--- src/rtl/fifo_uart_tx_pkg.sv ---
`default_nettype none
// ============================================================================
// Module   : fifo_uart_tx_pkg
// Purpose  : Shared definitions for the FIFO-fed 8N1 UART transmitter:
//            FSM state encoding, frame geometry constants and a helper
//            that sizes the baud counter.
// Ports    : none (package)
// Revision : 1.0 - initial release
// ============================================================================
package fifo_uart_tx_pkg;

  localparam int DATA_BITS  = 8;
  localparam int FRAME_BITS = 10;

  typedef enum logic [1:0] {
    IDLE  = 2'd0,
    START = 2'd1,
    DATA  = 2'd2,
    STOP  = 2'd3
  } state_t;

  // Counter width for a 0..clks-1 count; never narrower than one bit.
  function automatic int baud_width(input int clks);
    return (clks > 1) ? $clog2(clks) : 1;
  endfunction

endpackage
`default_nettype wire

--- src/rtl/fifo_uart_tx_baud_cnt.sv ---
`default_nettype none
// ============================================================================
// Module   : uart_baud_cnt
// Purpose  : Bit-period counter. Counts 0..CLKS_PER_BIT-1 and wraps; tick
//            is high in the last cycle of every bit period.
// Ports    : clk   - clock, rising edge
//            reset - asynchronous active-high reset
//            clear - hold the count at zero
//            tick  - terminal-count flag (combinational from the count)
// Revision : 1.0 - initial release
// ============================================================================
module uart_baud_cnt
  import fifo_uart_tx_pkg::*;
#(
  parameter int CLKS_PER_BIT = 16
) (
  input  logic clk,
  input  logic reset,
  input  logic clear,
  output logic tick
);

  localparam int                 c_cnt_w = baud_width(CLKS_PER_BIT);
  localparam logic [c_cnt_w-1:0] c_last  = c_cnt_w'(CLKS_PER_BIT - 1);
  localparam logic [c_cnt_w-1:0] c_one   = c_cnt_w'(1);

  logic [c_cnt_w-1:0] r_cnt;

  always_ff @(posedge clk or posedge reset) begin
    if (reset) begin
      r_cnt <= '0;
    end else if (clear || (r_cnt == c_last)) begin
      r_cnt <= '0;
    end else begin
      r_cnt <= r_cnt + c_one;
    end
  end

  assign tick = (r_cnt == c_last);

endmodule
`default_nettype wire

--- src/rtl/fifo_uart_tx.sv ---
`default_nettype none
// ============================================================================
// Module   : fifo_uart_tx
// Purpose  : 8N1 UART transmitter that pulls bytes from an upstream FIFO.
//            A byte is read whenever the line is idle or the current stop
//            bit is ending, so queued bytes go out back-to-back.
// Ports    : clk        - clock, rising edge
//            reset      - asynchronous active-high reset
//            fifo_empty - upstream FIFO empty flag
//            fifo_data  - upstream FIFO read data (valid while fifo_rd high)
//            fifo_rd    - one-cycle read strobe (combinational)
//            txd        - serial output, idle high, registered
//            busy       - frame in progress
//            frame_done - pulse in the final cycle of each stop bit
// Revision : 1.0 - initial release
// ============================================================================
module fifo_uart_tx
  import fifo_uart_tx_pkg::*;
#(
  parameter int CLKS_PER_BIT = 16
) (
  input  logic       clk,
  input  logic       reset,
  input  logic       fifo_empty,
  input  logic [7:0] fifo_data,
  output logic       fifo_rd,
  output logic       txd,
  output logic       busy,
  output logic       frame_done
);

  localparam logic [2:0] c_last_bit = 3'(DATA_BITS - 1);

  state_t     r_state;
  state_t     w_next_state;
  logic       w_tick;
  logic       w_clear;
  logic       w_last_stop;
  logic       w_rd;
  logic [7:0] r_shift;
  logic [2:0] r_bit_cnt;
  logic       r_txd;

  // Counter sits at zero while idle, so a frame always begins on a fresh
  // bit period; between back-to-back frames it simply wraps.
  assign w_clear = (r_state == IDLE);

  uart_baud_cnt #(
    .CLKS_PER_BIT(CLKS_PER_BIT)
  ) u_baud_cnt (
    .clk  (clk),
    .reset(reset),
    .clear(w_clear),
    .tick (w_tick)
  );

  assign w_last_stop = (r_state == STOP) && w_tick;
  assign w_rd        = ((r_state == IDLE) || w_last_stop) && !fifo_empty && !reset;

  // State register
  always_ff @(posedge clk or posedge reset) begin
    if (reset) begin
      r_state <= IDLE;
    end else begin
      r_state <= w_next_state;
    end
  end

  // Next-state logic
  always_comb begin
    w_next_state = r_state;
    case (r_state)
      IDLE:    if (w_rd) w_next_state = START;
      START:   if (w_tick) w_next_state = DATA;
      DATA:    if (w_tick && (r_bit_cnt == c_last_bit)) w_next_state = STOP;
      STOP:    if (w_tick) w_next_state = w_rd ? START : IDLE;
      default: w_next_state = IDLE;
    endcase
  end

  // Output logic
  always_comb begin
    fifo_rd    = w_rd;
    busy       = (r_state != IDLE);
    frame_done = w_last_stop;
  end

  // Datapath: txd is loaded one edge ahead with the level of the next bit,
  // so the line changes exactly on bit boundaries from a flop.
  always_ff @(posedge clk or posedge reset) begin
    if (reset) begin
      r_shift   <= '0;
      r_bit_cnt <= '0;
      r_txd     <= 1'b1;
    end else if (w_rd) begin
      r_shift   <= fifo_data;
      r_bit_cnt <= '0;
      r_txd     <= 1'b0;
    end else if (w_tick) begin
      case (r_state)
        START: r_txd <= r_shift[0];
        DATA: begin
          r_bit_cnt <= r_bit_cnt + 3'd1;
          r_shift   <= r_shift >> 1;
          r_txd     <= (r_bit_cnt == c_last_bit) ? 1'b1 : r_shift[1];
        end
        default: r_txd <= 1'b1;
      endcase
    end
  end

  assign txd = r_txd;

endmodule
`default_nettype wire

--- config.mk ---
export PLATFORM = sky130hd
export DESIGN_NAME = fifo_uart_tx
export DESIGN_NICKNAME = d
export VERILOG_FILES = /design/src/rtl/fifo_uart_tx_pkg.sv /design/src/rtl/fifo_uart_tx_baud_cnt.sv /design/src/rtl/fifo_uart_tx.sv
export SDC_FILE = /design/constraint.sdc
export NUM_CORES = 1
export LEC_CHECK = 0
export CAP_MARGIN = 20
export CORE_UTILIZATION = 25
export CTS_BUF_LIST = sky130_fd_sc_hd__clkbuf_16
export DETAILED_ROUTE_END_ITERATION = 7
export GPL_TIMING_DRIVEN = 0
export SYNTH_ARGS = -nofsm -noshare
export SYNTH_HDL_FRONTEND = slang
export SYNTH_SLANG_ARGS = --single-unit
--- constraint.sdc ---
create_clock -name clk -period 2.14 [get_ports clk]
set_input_delay 0.428 -clock clk [delete_from_list [all_inputs] [get_ports clk]]
set_output_delay 0.428 -clock clk [all_outputs]
set_load 0.03 [all_outputs]
==> reports/metrics.csv <==
stage;metric;value;unit
timing;Final Hold Vio Count;0;
setup_path;CP peak stage delay;400;ps
drt;DRC Markers;0;
finish;share of layout cells above drive strength 1;0.250;
timing;RSZ-0062 raised after global routing;false;
setup_path;CP required;1710;ps
setup_path;Worst R2R Path Depth;5;
global_route;total grt overflow;0;
run;max-capacitance violation count;0;
die;Initial Utilization;0.265;
logic_synthesis;synthesized area per cell;12.1;um2
die;number of top-level pins;15;
min_path;worst hold path type;reg -> reg;
pwr;Pleak;0.000672;uW
drt;ANT nets after route;0;
cts;CTS clk-pin slew, worst paths;50;ps
setup_path;instance count on the critical path;6;
finish;P&R area growth vs syn;26.1;%
setup_path;startpoint types;flop;
setup_path;worst path cell trace;ha_1 > buf_6 > and4_4 > o21ai_4 > inv_2 > buf_2;
logic_synthesis;share of the synthesized area in the top cell type;0.395;
logic_synthesis;Syn Nets;108;
global_route;largest net degree at the start of global routing;19;
logic_synthesis;cell taking the most area after synthesis;dfrtp_1;
logic_synthesis;Seq/Total Area, Yosys;0.419;
cts;htree depth;1;
timing;crit path time final;2050;ps
finish;ant diodes;0;
die;Core Box Area;4060;um2
pwr;power per cell area;1290;nW/um2
cts;Clock Sinks;18;
drt;drt total wl;1920;um
logic_synthesis;FF+latch count, synth;18;
setup_path;Crit Path Class;reg -> out;
drt;Vias;722;
drt;Iteration-0 DRC Markers;8;
setup_path;CP endpoint kind;primary output;
placement;dpl ws;-381;ps
logic_synthesis;share of flip-flops with an asynchronous set or reset;1.00;
timing;Final Max Slew Viols;0;
timing;number of setup violations in the final report;0;
logic_synthesis;mapped cell area;1080;um2
drt;wire length per cell;12.1;um
die;Die Footprint;4580;um2
global_route;vias in the first global route;741;
die;num rows;23;
cts;Hold Buf Count CTS;0;
timing;actual slew at the worst max-slew pin;692;ps
die;die span in x;67.6;um
setup_path;Max Fanout on Critical Path;8;
placement;Placed Instances;153;
placement;RD Place Congestion;0.816;
setup_path;WP data arrival;1620;ps
timing;period utilization;0.958;
logic_synthesis;Yosys warnings;0;
die;Die Ht;67.6;um
status;outcome;complete, no violations;
drt;Initial DRT Pass Iterations;3;
logic_synthesis;top_reg_cell synth;dfrtp_1;
cts;CTS root buffer;clkbuf_16;
finish;nets@finish;128;
cts;Max Buffers Root-to-Sink;2;
placement;PortBufs;14;
setup_path;cell family with the largest share of critical-path delay;flip-flops;
timing;Worst slew margin;0.538;
cts;CTS tree;yes;
finish;fill cell count;396;
placement;hpwl dp;1350;um
setup_path;Slowest cell on crit path;dfrtp_1;
finish;Cell Count, Final, Fillers Out;158;
logic_synthesis;Post-synth EDFFs;0;
setup_path;CP Buf/Inv Count;3;
cts;Num CTS Buffers;3;
timing;Worst Slack Setup Final;90.9;ps
timing;f_max;488;MHz
drt;via-per-instance ratio;4.57;
logic_synthesis;count of cell types in the netlist;30;
timing;clk_skew;5.89;ps
min_path;worst hold stages;1;
logic_synthesis;Mapped Cells;89;
global_route;antenna violations before repair;0;
cts;later-pin clock latency in the skew report;250;ps
global_route;first-pass GRT wire length;3440;um
pwr;Peak VDD IR;0.000572;V
logic_synthesis;synth top area cells;dfrtp_1 39%, mux2_4 17%, ha_1 9.3%;
global_route;Overall Global Routing Usage;0.105;
==> power breakdown <==
part           internal [uW]  switching (uW)
Clock                    248             128
Combinational            422             344
Sequential               504             114
Total                   1170             585
==> registers in the layout (all words and copies together), names as in the netlist <==
register,cells
r_shift,8
u_baud_cnt.r_cnt,4
r_bit_cnt,3
r_state,2
txd,1
==> cell type report <==
cell class | instances | area (um2) | share of cell area
Clock inverter | 1 | 3.75 | 0.00276
Tap cell | 50 | 62.6 | 0.0460
Inverter | 8 | 30.0 | 0.0221
Clock buffer | 3 | 75.1 | 0.0552
Buffer | 3 | 33.8 | 0.0249
Timing Repair Buffer | 15 | 140 | 0.103
Sequential cell | 18 | 452 | 0.332
Multi-Input combinational cell | 60 | 562 | 0.413
==> synth_stat cells, drive strengths merged (2+ instances only) <==
| library cell | number |
|---|---|
| dfrtp | 17 |
| mux2 | 15 |
| ha | 8 |
| inv | 8 |
| nor2 | 6 |
| a21oi | 4 |
| nand2 | 4 |
| buf | 3 |
| nand4 | 3 |
| o21ai | 3 |
| a311oi | 2 |
| nand3 | 2 |
| nand4b | 2 |
==> metal layers <==
metal / up-vias / share of wire / track usage
li1: 356 / - / -
met1: 344 / 0.50 / 0.140
met2: 17 / 0.43 / 0.153
met3: 5 / 0.040 / 0.0203
met4: 0 / 0.029 / 0.0638
met5: - / 0 / 0
==> path summary, 6_finish.rpt <==
check / slack, ps / startpoint / endpoint
worst min register to register: 480 / u_baud_cnt.r_cnt[0]$_DFF_PP0_ / u_baud_cnt.r_cnt[0]$_DFF_PP0_
max in group asynchronous: 1050 / reset / r_shift[7]$_DFFE_PP0P_
worst min-delay path: 480 / u_baud_cnt.r_cnt[0]$_DFF_PP0_ / u_baud_cnt.r_cnt[0]$_DFF_PP0_
worst max-delay path: 90 / u_baud_cnt.r_cnt[0]$_DFF_PP0_ / fifo_rd
worst max register to register: 250 / r_state[0]$_DFFE_PP0P_ / r_state[1]$_DFFE_PP0P_
min in group asynchronous: 640 / reset / u_baud_cnt.r_cnt[3]$_DFF_PP0_
==> cells by family (layout without fill, tap and decap cells) <==
group           after synthesis  count (layout)  share of synthesized area
simple gates                 20              20                      0.107
flops                        18              18                      0.419
mux                          16              16                      0.208
compound gates               14              14                     0.0976
buf+inv                      11              30                     0.0592
fa+ha+maj                     8               8                     0.0929
xor+xnor                      2               2                     0.0163
==> layout by cell type (no fill, tap or decap), types with 2 or more instances in the layout <==
cell type,instances
dlygate4sd2_1,2
nand2_1,4
nand4b_1,2
clkdlybuf4s50_1,11
mux2_4,12
o21ai_0,2
buf_6,3
clkbuf_16,3
nor2_1,6
nand4_1,2
a21oi_1,4
ha_1,8
inv_1,8
a311oi_1,2
mux2_1,2
nand3_1,2
dfrtp_1,17
==> metrics by stage <==
stage	setup TNS [ps]	instance area, um2	hold slack [ps]	power (uW)	utilization
3_5_place_dp	-381	1280	485	1400	0.315
4_1_cts	-34.7	1370	492	1790	0.336
5_1_grt	0	1360	550	1920	0.335
6_report	0	1360	484	1760	0.335
2_1_floorplan	0	1080	366	1220	-
3_3_place_gp	-403	1280	468	1370	0.315
==> repair_timing <==
| action | CTS | global route |
|---|---|---|
| setup endpoints to repair | 3 | 1 |
| hold endpoints to repair | 0 | 0 |
| setup buffers | 1 | 0 |
| pin swaps | 1 | 0 |
| resized for setup | 5 | 2 |
Power figures use the tool's default switching activity.
